[src/rtl/traffic_lamp_monitor.sv]
// ---------------------------------------------------------------------------
// traffic_lamp_monitor
//
// Watches the lamp word from a cyclic traffic-lamp stage. It checks that the
// word is one-hot and that colours follow green -> yellow -> red -> green. It
// counts completed cycles and serves a pedestrian request on red entry.
//
// Optional feature (macro MONITOR_HOLD_EN):
//   undefined : any repeat of the current colour is an order fault (code 10).
//   defined   : repeats are allowed. The (MAX_HOLD+1)-th consecutive repeat
//               raises a hold-timeout fault (code 11).
//
// Ports
//   clock        in   single clock, rising edge
//   reset_n      in   asynchronous active-low reset
//   light[0:2]   in   lamp word: 100 red, 010 green, 001 yellow
//   ped_req      in   level pedestrian request, held until ped_ack
//   fault_clr    in   synchronous clear of a sticky fault (FAULT state only)
//   fault        out  sticky fault flag
//   fault_code   out  00 none, 01 not one-hot, 10 illegal order, 11 hold timeout
//   cycle_count  out  completed green-yellow-red cycles, saturating
//   walk         out  pedestrian walk indication (only while in red)
//   ped_ack      out  one-cycle acknowledge on the red entry that serves a request
// ---------------------------------------------------------------------------
module traffic_lamp_monitor #(
    parameter int CNT_W    = 8,
    parameter int MAX_HOLD = 15
) (
    input  logic             clock,
    input  logic             reset_n,
    input  logic [0:2]       light,
    input  logic             ped_req,
    input  logic             fault_clr,
    output logic             fault,
    output logic [1:0]       fault_code,
    output logic [CNT_W-1:0] cycle_count,
    output logic             walk,
    output logic             ped_ack
);

    localparam logic [2:0] SYNC   = 3'd0;
    localparam logic [2:0] SEEN_G = 3'd1;
    localparam logic [2:0] SEEN_Y = 3'd2;
    localparam logic [2:0] SEEN_R = 3'd3;
    localparam logic [2:0] FAULT  = 3'd4;

    localparam logic [0:2] RED    = 3'b100;
    localparam logic [0:2] GREEN  = 3'b010;
    localparam logic [0:2] YELLOW = 3'b001;

    localparam logic [1:0] CODE_NONE   = 2'b00;
    localparam logic [1:0] CODE_ONEHOT = 2'b01;
    localparam logic [1:0] CODE_ORDER  = 2'b10;
`ifdef MONITOR_HOLD_EN
    localparam logic [1:0] CODE_HOLD   = 2'b11;
`endif

    localparam logic [CNT_W-1:0] CNT_MAX = {CNT_W{1'b1}};

    // A hold limit below 1 would make the first repeat a timeout. Reject it at
    // elaboration rather than build a zero-width counter.
    if (MAX_HOLD < 1) begin : g_bad_max_hold
        $error("traffic_lamp_monitor: MAX_HOLD must be at least 1");
    end

    // Map a one-hot colour to the state that records it.
    function automatic logic [2:0] colour_state(input logic [0:2] l);
        case (l)
            RED:     colour_state = SEEN_R;
            GREEN:   colour_state = SEEN_G;
            default: colour_state = SEEN_Y;
        endcase
    endfunction

    // Colour that legally follows the one recorded in state s.
    function automatic logic [0:2] next_colour(input logic [2:0] s);
        case (s)
            SEEN_G:  next_colour = YELLOW;
            SEEN_Y:  next_colour = RED;
            default: next_colour = GREEN;
        endcase
    endfunction

    // Colour recorded in state s (used to detect a repeat).
    function automatic logic [0:2] current_colour(input logic [2:0] s);
        case (s)
            SEEN_G:  current_colour = GREEN;
            SEEN_Y:  current_colour = YELLOW;
            default: current_colour = RED;
        endcase
    endfunction

    logic [2:0]       state, state_next;
    logic             fault_next;
    logic [1:0]       code_next;
    logic [CNT_W-1:0] count_next;
    logic             pending, pending_next;
    logic             walk_next, ack_next;
    logic             one_hot, enter_red;

`ifdef MONITOR_HOLD_EN
    localparam int HOLD_W = $clog2(MAX_HOLD + 1);
    localparam logic [HOLD_W-1:0] HOLD_LIMIT = HOLD_W'(MAX_HOLD);
    logic [HOLD_W-1:0] hold_cnt, hold_next;
`endif

    assign one_hot = (light == RED) || (light == GREEN) || (light == YELLOW);

    always_comb begin
        state_next = state;
        code_next  = fault_code;
        count_next = cycle_count;
`ifdef MONITOR_HOLD_EN
        // Any path other than an accepted repeat restarts the hold count.
        hold_next  = '0;
`endif
        case (state)
            SYNC: begin
                if (one_hot) begin
                    state_next = colour_state(light);
                end else if (light != 3'b000) begin
                    state_next = FAULT;
                    code_next  = CODE_ONEHOT;
                end
            end
            SEEN_G, SEEN_Y, SEEN_R: begin
                if (!one_hot) begin
                    state_next = FAULT;
                    code_next  = CODE_ONEHOT;
                end else if (light == next_colour(state)) begin
                    state_next = colour_state(light);
                    if (state == SEEN_R && cycle_count != CNT_MAX) begin
                        count_next = cycle_count + CNT_W'(1);
                    end
                end else if (light == current_colour(state)) begin
`ifdef MONITOR_HOLD_EN
                    if (hold_cnt == HOLD_LIMIT) begin
                        state_next = FAULT;
                        code_next  = CODE_HOLD;
                    end else begin
                        hold_next = hold_cnt + HOLD_W'(1);
                    end
`else
                    state_next = FAULT;
                    code_next  = CODE_ORDER;
`endif
                end else begin
                    state_next = FAULT;
                    code_next  = CODE_ORDER;
                end
            end
            FAULT: begin
                // The first fault's code is held; only an explicit clear leaves.
                if (fault_clr) begin
                    state_next = SYNC;
                    code_next  = CODE_NONE;
                end
            end
            default: begin
                state_next = SYNC;
                code_next  = CODE_NONE;
            end
        endcase
    end

    assign fault_next = (state_next == FAULT);

    // Pedestrian handling: a pending request is served only on a fresh red entry.
    // walk then persists for the whole red phase.
    assign enter_red    = (state_next == SEEN_R) && (state != SEEN_R);
    assign ack_next     = enter_red && pending;
    assign walk_next    = (state_next == SEEN_R) && (enter_red ? pending : walk);
    assign pending_next = ack_next ? 1'b0
                        : (ped_req && !walk && !ped_ack) ? 1'b1
                        : pending;

    always_ff @(posedge clock or negedge reset_n) begin
        if (!reset_n) begin
            state       <= SYNC;
            fault       <= 1'b0;
            fault_code  <= CODE_NONE;
            cycle_count <= '0;
            walk        <= 1'b0;
            ped_ack     <= 1'b0;
            pending     <= 1'b0;
        end else begin
            state       <= state_next;
            fault       <= fault_next;
            fault_code  <= code_next;
            cycle_count <= count_next;
            walk        <= walk_next;
            ped_ack     <= ack_next;
            pending     <= pending_next;
        end
    end

`ifdef MONITOR_HOLD_EN
    always_ff @(posedge clock or negedge reset_n) begin
        if (!reset_n) begin
            hold_cnt <= '0;
        end else begin
            hold_cnt <= hold_next;
        end
    end
`endif

endmodule

[config.mk]
export PLATFORM = sky130hd
export DESIGN_NAME = traffic_lamp_monitor
export DESIGN_NICKNAME = d
export VERILOG_FILES = /design/src/rtl/traffic_lamp_monitor.sv
export SDC_FILE = /design/constraint.sdc
export NUM_CORES = 1
export LEC_CHECK = 0
export CELL_PAD_IN_SITES_DETAIL_PLACEMENT = 1
export CELL_PAD_IN_SITES_GLOBAL_PLACEMENT = 1
export CORE_MARGIN = 2
export CORE_UTILIZATION = 37
export DETAILED_ROUTE_END_ITERATION = 6
export GPL_TIMING_DRIVEN = 0
export PLACE_DENSITY = 0.74
export REMOVE_ABC_BUFFERS = 1
export SYNTH_ARGS = -nofsm -noshare
export SYNTH_HDL_FRONTEND = slang
export SYNTH_SLANG_ARGS = --single-unit
[constraint.sdc]
create_clock -name clock -period 2.25 [get_ports clock]
set_clock_uncertainty 0.05 [all_clocks]
set_input_delay 0.675 -clock clock [delete_from_list [all_inputs] [get_ports clock]]
set_output_delay 0.675 -clock clock [all_outputs]
set_load 0.01 [all_outputs]
* Yosys cells after proc, flatten, opt, wreduce, memory -nomap -nowiden
Index checks and enable logic that the tools add are counted.
** Storage, ports and cells
- Bits of input ports :: 7
- Logic and storage cells :: 59
- Output and inout port bits :: 13
- Flip-flop bits (word level) :: 17
** Cells by class
- $add $sub $neg :: 1
- Mux-type cells :: 19
- Equal/unequal tests :: 16
- Reduce and logical (&&, ||, !) cells :: 16
** Operators with widths (count)
- $mux 3 :: 7
- $eq 3x2->1 const B :: 4
- $mux 2 :: 5
- $eq 3x3->1 const B :: 3
- $pmux 3 s3 :: 1
- $add 8x1->8 const B :: 1
- $ne 8x8->1 const B :: 1
- $reduce_and 4->1 :: 2
- $eq 3x1->1 const B :: 2
- $logic_and 1x1->1 :: 6
- $ne 2x2->1 const B :: 3
- $pmux 2 s3 :: 1
- $pmux 3 s2 :: 1
- $pmux 2 s2 :: 1
- $eq 3x3->1 :: 1
- $logic_not 3->1 :: 1
- $mux 1 :: 3
- $ne 3x2->1 const B :: 1
- $ne 3x3->1 const B :: 1
- $reduce_bool 3->1 :: 1
- $reduce_or 3->1 :: 1
- $logic_not 1->1 :: 2
- $logic_or 1x1->1 :: 2
- $reduce_bool 2->1 :: 1

* Logic depth before layout (Yosys ltp)
- Word-level depth :: 13
- Gate-level depth with buffers :: 6
- Mapped depth without buffers :: 5

* Worst setup path after synthesis
No wires, ideal clock.
- Kind :: input to register
- From :: in light[0] (netlist name)
- To :: reg cycle_count[1]
- Setup slack :: 0.185 ns
- Buffers on the path :: 1
- Cell stages on the path :: 5
- Arrival :: 1.888 ns
- Required time :: 2.073 ns
- Cells stage by stage :: buf_6 > and4bb_1 > o21ai_2 > a221oi_4 > mux2_1
** Between the ends
- Cells in the longest elaborated chain, start to end :: 4
- Elaborated cells on any way between the ends :: 7
** RTL lines
- from (decl) :: line 31 : input logic [0:2] light,
- $eq 3x3->1 or $eq 3x2->1 (tied branches) :: line 107 : assign one_hot = (light == RED) || (light == GREEN) || (light == YELLOW);
- $logic_or 1x1->1 (2 in a row) :: line 107
- $reduce_and 4->1 (no line) (*)
- to (signal assigned) :: line 190 : cycle_count <= count_next;
- to (decl) :: line 36 : output logic [CNT_W-1:0] cycle_count,
Mark *: on every way between the ends. The rest lies on a longest branch, timed or not.
A chain may end at the register's enable or synchronous reset.

* Final worst setup path
- From :: in light[2] (netlist name)
- To :: reg cycle_count[1]
Same word-level chain as after synthesis.

==> reports/metrics.cfg <==
[outcome]
status = completed

[clock_tree]
clock_sinks = 17
cts_max_path_buffers = 2
cts_root_buffer = clkbuf_4
clk_latency_ps = 300
h-tree-depth = 1
cts-hold-fix-buffers = 0
numCtsBuffers = 3
cts_tree = built
clk_pin_slew_ps = 110

[detailed_routing]
dr.pass1.iters = 4
wl_per_cell_um = 15.2
num_vias = 718
wirelength_um = 1990
vias_per_cell = 5.48
drc = 0
ant_nets = 0
drt_iter0_markers = 11

[power_and_ir_drop]
ir_drop_v = 0.000406
p_per_area_nw_per_um2 = 706
leakagePower_nw = 0.477

[global_route]
antenna_found_initial = 0
grt.total_usage = 0.176
grt_pass1_wl_um = 3490
grt_pass1_vias = 723
grt.overflow.total = 0
grt_max_degree = 18

[final_layout]
fin_util = 0.496
fin_area_um2 = 1120
syn2layout_area_growth_pct = 24.9
drive_gt1_frac = 0.0874
num-nets-final = 112
antennaDiodeCount = 0

[critical_path]
r2r_start = state[0]
path_max_fanout = 11
cp-start-kind = input pin
worstSetupPathType = input pin to register
cp-startpoint = light[2]
cp.arrival_ps = 2220
end_kind = register
required_ps = 2400

[timing]
slew_headroom = 0.488
worst_slew_pin_slew_ps = 766
rsz0062_at_grt = false
final_max_slew_viol_count = 0
fmax_mhz = 483
min_period_ps = 2070
fin_crit_sh = 0.921
setup_viol = 0
hold_violations = 0

[synthesis]
synthFlopType = dfrtp_1
netlist_instances = 84
synth_most_common_cell = dfrtp_1
avgSynthCellArea_um2 = 10.7
synthArstFlopShare = 1.00
netlist.area_leader.share = 0.475
syn_area_um2 = 896
yosysWarningCount = 0
synth_common_cells = dfrtp_1, nand2_1, xnor2_1, nor2_1, nand4_1
synth.largest_area_cell = dfrtp_1
synth_edf_count = 0
seq_area_frac_synth = 0.475
synth.top_cells.by_area = dfrtp_1, xnor2_1, a221oi_4, nand2_1, and4bb_1
ys_ff_latch = 17
yosysUniqueCellTypes = 35

[placement]
globalplace.congestion = 0.786
dp_hpwl_um = 1430
io_buffers = 19
place_area_um2 = 1080

[min_path]
hold_class = register to register
hold_path.startpoint = cycle_count[5]

[floorplan]
design.core.area_um2 = 2250
die_w_um = 53.2
num_rows = 17
initial_core_util = 0.397
die_h_um = 53.2
io_pins = 20
dieArea_um2 = 2830

[flow_run]
drv_cap = 0

-- cells in the final DEF, fill, tap and decap left out, types with 2 or more instances in the layout --
| cell type | synthesis | layout |
|---|---|---|
| dfrtp_1 | 17 | 17 |
| clkdlybuf4s50_1 | 0 | 16 |
| xnor2_1 | 7 | 7 |
| nand2_1 | 7 | 7 |
| nor2_1 | 5 | 5 |
| nand4_1 | 4 | 4 |
| o21ai_1 | 3 | 3 |
| nor4_1 | 3 | 3 |
| nor3_1 | 3 | 3 |
| and3_1 | 3 | 3 |
| clkbuf_4 | 0 | 3 |
| dlygate4sd2_1 | 0 | 3 |
| and4bb_1 | 2 | 2 |
| a31o_1 | 2 | 2 |
| nor3b_1 | 2 | 2 |
| xor2_1 | 2 | 2 |
| buf_4 | 0 | 2 |
-- cell type report --
cell class,instances,area [um^2]
Fill cell,273,1140
Clock buffer,3,22.5
Clock inverter,1,5.00
Sequential cell,17,425
Inverter,2,7.51
Multi-Input combinational cell,59,422
Timing Repair Buffer,21,201
Tap cell,28,35.0
-- per-stage QoR --
step | total power [mW] | hold WS, ps | std cells | worst slack, ps | TNS (ps)
after floorplan | 0.521 | 329 | 78 | 304 | 0
after global placement | 0.624 | 444 | 125 | -436 | -3950
after detailed placement | 0.631 | 455 | 125 | -468 | -4480
after CTS | 0.797 | 472 | 131 | 180 | 0
after global routing | 0.846 | 500 | 131 | 50.3 | 0
final | 0.790 | 466 | 131 | 177 | 0
-- cell families after synthesis --
family,synth area share
adder cells (fa/ha/maj),0.0251
AO/OA/AOI/OAI,0.134
XOR/XNOR,0.0880
flip-flops,0.475
buffers and inverters,0.0545
AND/OR/NAND/NOR,0.211
multiplexers,0.0126
-- report_power, final --
| part | leakage, nW | internal (mW) | switching (mW) | total, mW |
|---|---|---|---|---|
| clock | 0.0177 | 0.0664 | 0.103 | 0.169 |
| sequential | 0.225 | 0.347 | 0.0558 | 0.403 |
| combinational | 0.234 | 0.114 | 0.103 | 0.217 |
| total | 0.477 | 0.528 | 0.261 | 0.790 |
-- path summary, 6_finish.rpt --
check | endpoint | slack, ps | depth (start not counted)
max in group asynchronous | state[2] | 900 | 1
worst max register to register | cycle_count[1] | 340 | 5
min in group asynchronous | cycle_count[0] | 760 | 1
worst min-delay path | cycle_count[5] | 470 | 1
worst max-delay path | cycle_count[1] | 180 | 6
worst min register to register | cycle_count[5] | 470 | 1
-- critical path, cell delays in order --
cell           delay [ps]
dlygate4sd2_1         420
and4bb_1              270
o21ai_2                90
a221oi_4              290
buf_4                 170
mux2_1                310
-- metal layers --
metal / share of wire / vias up / track usage
li1: - / 344 / -
met1: 0.48 / 354 / 0.240
met2: 0.46 / 15 / 0.259
met3: 0.033 / 5 / 0.0367
met4: 0.022 / 0 / 0.0897
met5: 0 / - / 0
-- state kept, by name, indices dropped and copies added (netlist names) --
| register | count |
|---|---|
| cycle_count | 8 |
| state | 3 |
| fault_code | 2 |
| fault | 1 |
| ped_ack | 1 |
| pending | 1 |
| walk | 1 |
-- repair_timing --
action                                  CTS  global route
setup buffers                             2             0
resized for setup                         3             0
endpoints found under the setup margin    8             0
Note: power is estimated with default switching activity, not from simulation.
